File: config.mk
export PLATFORM = sky130hd
export DESIGN_NAME = uart_cmd_ctrl
export DESIGN_NICKNAME = d
export VERILOG_FILES = /design/src/rtl/uart_cmd_ctrl.sv
export SDC_FILE = /design/constraint.sdc
export NUM_CORES = 1
export LEC_CHECK = 0
export CORE_UTILIZATION = 46
export DETAILED_ROUTE_END_ITERATION = 16
export HOLD_SLACK_MARGIN = 0.03
export PLACE_DENSITY_LB_ADDON = 0.1
export SYNTH_ARGS = -nofsm -noshare
export SYNTH_HDL_FRONTEND = slang
export SYNTH_SLANG_ARGS = --single-unit
File: constraint.sdc
create_clock -name i_clk -period 2.3 [get_ports i_clk]
set_input_delay 0.345 -clock i_clk [delete_from_list [all_inputs] [get_ports i_clk]]
set_output_delay 0.345 -clock i_clk [all_outputs]
set_load 0.05 [all_outputs]
File: src/rtl/uart_cmd_ctrl.sv
// UART command controller: parses AA/BB byte frames into register-file writes/reads
// and returns read data as one TX byte. Optional inter-byte timeout via `CTRL_TIMEOUT_EN.
module uart_cmd_ctrl #(
  parameter int                DATA_W      = 8,
  parameter int                ADDR_W      = 4,
  parameter int                TIMEOUT_CYC = 4096,
  parameter logic [DATA_W-1:0] CMD_WR      = 8'hAA,
  parameter logic [DATA_W-1:0] CMD_RD      = 8'hBB
) (
  input  logic              i_clk,
  input  logic              i_rst,
  input  logic [DATA_W-1:0] i_rx_data,
  input  logic              i_rx_valid,
  output logic [ADDR_W-1:0] o_rf_addr,
  output logic [DATA_W-1:0] o_rf_wr_data,
  output logic              o_rf_wr_en,
  output logic              o_rf_rd_en,
  input  logic [DATA_W-1:0] i_rf_rd_data,
  input  logic              i_rf_rd_valid,
  output logic [DATA_W-1:0] o_tx_data,
  output logic              o_tx_valid,
  input  logic              i_tx_busy,
  output logic              o_overrun,
  output logic              o_frame_err
);

  localparam logic [2:0] IDLE    = 3'd0;
  localparam logic [2:0] WR_ADDR = 3'd1;
  localparam logic [2:0] WR_DATA = 3'd2;
  localparam logic [2:0] RD_ADDR = 3'd3;
  localparam logic [2:0] RD_WAIT = 3'd4;
  localparam logic [2:0] TX_REQ  = 3'd5;

  logic [2:0]        state_q, state_d;
  logic [ADDR_W-1:0] addr_q, addr_d;
  logic [DATA_W-1:0] wr_data_q, wr_data_d;
  logic [DATA_W-1:0] tx_data_q, tx_data_d;
  logic              wr_en_q, wr_en_d;
  logic              rd_en_q, rd_en_d;
  logic              tx_valid_q, tx_valid_d;
  logic              overrun_q, overrun_d;

`ifdef CTRL_TIMEOUT_EN
  localparam int CNT_W = $clog2(TIMEOUT_CYC + 1);
  logic [CNT_W-1:0] cnt_q, cnt_d;
  logic             frame_err_q, frame_err_d;
`endif

  // Next-state and output decode for the frame parser
  always_comb begin
    state_d    = state_q;
    addr_d     = addr_q;
    wr_data_d  = wr_data_q;
    tx_data_d  = tx_data_q;
    wr_en_d    = 1'b0;
    rd_en_d    = 1'b0;
    tx_valid_d = tx_valid_q;
    overrun_d  = 1'b0;
    case (state_q)
      IDLE: begin
        tx_valid_d = 1'b0;
        if (i_rx_valid && i_rx_data == CMD_WR) begin
          state_d = WR_ADDR;
        end else if (i_rx_valid && i_rx_data == CMD_RD) begin
          state_d = RD_ADDR;
        end else begin
          state_d = IDLE;
        end
      end
      WR_ADDR: begin
        if (i_rx_valid) begin
          addr_d  = i_rx_data[ADDR_W-1:0];
          state_d = WR_DATA;
        end else begin
          state_d = WR_ADDR;
        end
      end
      WR_DATA: begin
        if (i_rx_valid) begin
          wr_data_d = i_rx_data;
          wr_en_d   = 1'b1;
          state_d   = IDLE;
        end else begin
          state_d = WR_DATA;
        end
      end
      RD_ADDR: begin
        if (i_rx_valid) begin
          addr_d  = i_rx_data[ADDR_W-1:0];
          rd_en_d = 1'b1;
          state_d = RD_WAIT;
        end else begin
          state_d = RD_ADDR;
        end
      end
      RD_WAIT: begin
        overrun_d = i_rx_valid;
        if (i_rf_rd_valid) begin
          tx_data_d  = i_rf_rd_data;
          tx_valid_d = ~i_tx_busy;
          state_d    = TX_REQ;
        end else begin
          state_d = RD_WAIT;
        end
      end
      TX_REQ: begin
        overrun_d = i_rx_valid;
        // Once requested, the first busy cycle is taken as acceptance
        if (tx_valid_q && i_tx_busy) begin
          tx_valid_d = 1'b0;
          state_d    = IDLE;
        end else begin
          tx_valid_d = tx_valid_q | ~i_tx_busy;
          state_d    = TX_REQ;
        end
      end
      default: begin
        tx_valid_d = 1'b0;
        state_d    = IDLE;
      end
    endcase

`ifdef CTRL_TIMEOUT_EN
    frame_err_d = 1'b0;
    if (state_q != IDLE && !i_rx_valid && cnt_q >= CNT_W'(TIMEOUT_CYC - 1)) begin
      state_d     = IDLE;
      wr_en_d     = 1'b0;
      rd_en_d     = 1'b0;
      tx_valid_d  = 1'b0;
      frame_err_d = 1'b1;
    end else begin
      frame_err_d = 1'b0;
    end
    if (state_d == IDLE || state_d != state_q || i_rx_valid) begin
      cnt_d = '0;
    end else if (cnt_q == CNT_W'(TIMEOUT_CYC)) begin
      cnt_d = cnt_q;
    end else begin
      cnt_d = cnt_q + CNT_W'(1);
    end
`endif
  end

  // State and registered outputs
  always_ff @(posedge i_clk or posedge i_rst) begin
    if (i_rst) begin
      state_q    <= IDLE;
      addr_q     <= '0;
      wr_data_q  <= '0;
      tx_data_q  <= '0;
      wr_en_q    <= 1'b0;
      rd_en_q    <= 1'b0;
      tx_valid_q <= 1'b0;
      overrun_q  <= 1'b0;
    end else begin
      state_q    <= state_d;
      addr_q     <= addr_d;
      wr_data_q  <= wr_data_d;
      tx_data_q  <= tx_data_d;
      wr_en_q    <= wr_en_d;
      rd_en_q    <= rd_en_d;
      tx_valid_q <= tx_valid_d;
      overrun_q  <= overrun_d;
    end
  end

`ifdef CTRL_TIMEOUT_EN
  // Inter-byte timeout counter and frame-error pulse
  always_ff @(posedge i_clk or posedge i_rst) begin
    if (i_rst) begin
      cnt_q       <= '0;
      frame_err_q <= 1'b0;
    end else begin
      cnt_q       <= cnt_d;
      frame_err_q <= frame_err_d;
    end
  end
  assign o_frame_err = frame_err_q;
`else
  assign o_frame_err = 1'b0;
`endif

  assign o_rf_addr    = addr_q;
  assign o_rf_wr_data = wr_data_q;
  assign o_rf_wr_en   = wr_en_q;
  assign o_rf_rd_en   = rd_en_q;
  assign o_tx_data    = tx_data_q;
  assign o_tx_valid   = tx_valid_q;
  assign o_overrun    = overrun_q;

endmodule

==> results_dict.tcl <==
set metrics [dict create \
    outcome "complete, no violations" \
    synthCells 79 \
    dieArea_um2 2780 \
    dr_total_vias 762 \
    routabilityCongestion 0.716 \
    coreArea_um2 2450 \
    critPathLaunchType "flop" \
    regArea_um2 676 \
    reg2reg_depth 3 \
    max_stage_delay_ns 0.82 \
    maxSlewViolCount 0 \
    die_h_um 52.7 \
    skew_ns 0.00282 \
    yosysWarnings 0 \
    slowest_stage "clkdlybuf4s50_1" \
    p_per_area_nw_per_um2 619 \
    crit_start "o_tx_valid" \
    viasPerCell 4.92 \
    io_pins 46 \
    dp_hpwl_um 1670 \
    overflow 0 \
    cpLargestDelayFamily "buffers and inverters" \
    rows 18 \
    post-route-period-util_pct 82.3 \
    cts_tree "yes" \
    setup_viol 0 \
    clock_sinks 27 \
    path_cells "clkdlybuf4s50_1" \
    start_util_pct 48.2 \
    clkTransAtPathRegs_ns 0.14 \
    htreeDepth 1 \
    ys_seq_elements 27 \
    end_kind "output pin" \
    reg2reg_slack_ns 0.69 \
    cts_setup_buffers 0 \
    clock_latency_ns 0.31 \
    worst-path-stages 1 \
    dp_cells 151 \
    crit_buf_inv 1 \
    ant_nets 0 \
    post-place-ws_ns 0.410 \
    fill_cells 194 \
    cts-root-buf "clkbuf_4" \
    power_leakage_nw 0.774 \
    final.setup.tns_ns 0 \
    crit_type "reg2out" \
    antenna_found_initial 0 \
    drt_iter0_drc 3 \
    maxCapViolCount 0 \
    min_path_type "in2async" \
    dr.pass1.iters 4 \
    synth.avg_cell_area_um2 15.0 \
    synthDistinctLibCells 31 \
    cts_made_buffers 3 \
    fin_ws_ns 0.407 \
    cp_data_required_time_ns 1.96 \
    die-width_um 52.7 \
    cts_buffer_depth 2 \
    remaining_drc_errors 0 \
    multi_input_area_um2 469 \
    final_util_pct 67.9 \
    post_drt_wl_per_cell_um 14.3 \
    area.growth.synth_to_final_pct 40.9 \
    wl_um 2220 \
    grt_setup_unrepaired "false" \
    ys_seq_area_share_pct 57.1 \
    syn-cell-area_um2 1180 \
    post_cts_resized 0 \
    final-instance-count-excl-fill 155 \
    cts_hold_buf 0 \
    grt_pass1_vias 792 \
    critPathMaxFanout 4 \
    syn_nets 100 \
    grt.total_usage_pct 18.0 \
    grt_first_pass_wirelength_um 3630 \
    nets 147 \
    io_buffers 44 \
    drive_above_1_share_pct 18.4 \
    fmax_mhz 528 \
    hold_viol 0 \
    ir_drop_mv 0.457 \
    fin_crit_ns 1.89 \
    critPathArrivalTime_ns 1.55 \
    grt_start_max_net_pins 28 \
    num_antenna_cells 0 \
    crit_end "o_tx_valid" \
    slew_headroom_pct 65.4 \
    timing.rr.start "state_q[2]" \
    tightest_slew_ns 0.519 \
    r2r-end "o_tx_data[6]" \
]
synthesized netlist by cell type:
cell | count | area, µm²
dfrtp_1 | 27 | 676
mux2_4 | 16 | 240
mux2_1 | 4 | 45.0
and3b_1 | 2 | 17.5
buf_6 | 2 | 22.5
nand2_1 | 2 | 7.51
o21ai_1 | 2 | 10.0
a21o_1 | 1 | 7.51
a31oi_1 | 1 | 6.26
and2_1 | 1 | 6.26
and2b_1 | 1 | 7.51
and3_1 | 1 | 6.26
and4b_1 | 1 | 10.0
buf_2 | 1 | 5.00
buf_4 | 1 | 7.51
conb_1 | 1 | 3.75
inv_1 | 1 | 3.75
mux2i_1 | 1 | 10.0
nand2b_1 | 1 | 6.26
nand3_1 | 1 | 5.00
nand4_1 | 1 | 6.26
nor2_1 | 1 | 3.75
nor2b_1 | 1 | 6.26
nor2b_2 | 1 | 8.76
nor2b_4 | 1 | 13.8
nor3b_1 | 1 | 7.51
o211ai_1 | 1 | 7.51
o21ai_0 | 1 | 5.00
o22ai_1 | 1 | 6.26
or2_1 | 1 | 6.26
xor2_1 | 1 | 8.76
cells in the final DEF, fill, tap and decap left out, types with 2 or more instances in the layout:
cell type	n
o21ai_1	2
mux2_1	4
buf_4	2
dfrtp_1	27
and3b_1	2
clkdlybuf4s50_1	44
mux2_4	16
clkbuf_4	3
nand2_1	2
registers in the layout (all words and copies together), names as in the netlist:
| name | cells |
|---|---|
| o_rf_wr_data | 8 |
| o_tx_data | 8 |
| o_rf_addr | 4 |
| state_q | 3 |
| o_overrun | 1 |
| o_rf_rd_en | 1 |
| o_rf_wr_en | 1 |
| o_tx_valid | 1 |
kinds of logic (layout without fill, tap and decap cells):
logic type | count (synthesis) | after routing | share of synthesized area (%)
AOI/OAI and AO/OA | 7 | 7 | 3.59
xor gates and xnor gates | 1 | 1 | 0.740
buffers and inverters | 5 | 51 | 3.28
DFF | 27 | 27 | 57.1
muxes | 21 | 21 | 24.9
other | 1 | 1 | 0.317
and+or+nand+nor | 17 | 17 | 10.0
per-layer routing:
| layer | up-vias | wire (µm) | global-route usage (%) |
|---|---|---|---|
| met5 | - | 0 | 0 |
| met4 | 0 | 13 | 3.95 |
| met3 | 2 | 131 | 3.19 |
| met2 | 28 | 1030 | 30.0 |
| met1 | 367 | 1050 | 24.5 |
| li1 | 365 | - | - |
worst min path at each step:
stage                             from      endpoint  slack [ns]  cells after the start
after CTS                        i_rst  o_tx_data[5]        0.38                      3
after detailed placement  o_rf_addr[2]  o_rf_addr[2]        0.48                      1
after floorplan                  i_rst     o_overrun        0.40                      1
final                            i_rst  o_tx_data[3]        0.38                      3
after global placement    o_rf_addr[0]  o_rf_addr[0]        0.48                      1
after global routing             i_rst  o_tx_data[2]        0.41                      3
cell type report:
class / instances / share of cell area, %
multi-input cells: 47 / 28.1
repair buffers: 46 / 27.3
clock buffers: 4 / 1.58
inverters: 1 / 0.225
flip-flops and latches: 27 / 40.5
well taps: 30 / 2.25
where the power goes:
| group | switching (mW) | total [mW] | internal, mW |
|---|---|---|---|
| Sequential | 0.0214 | 0.531 | 0.510 |
| Combinational | 0.176 | 0.307 | 0.131 |
| Clock | 0.127 | 0.195 | 0.0676 |
| Total | 0.324 | 1.03 | 0.709 |
through the flow:
stage	power, mW	hold slack [ns]	cell area [µm²]
6_report	1.03	0.379	1670
5_1_grt	1.08	0.411	1670
2_1_floorplan	0.726	0.398	1180
3_5_place_dp	0.848	0.482	1640
4_1_cts	1.04	0.382	1670
3_3_place_gp	0.845	0.478	1640
Note: power is estimated with default switching activity, not from simulation.
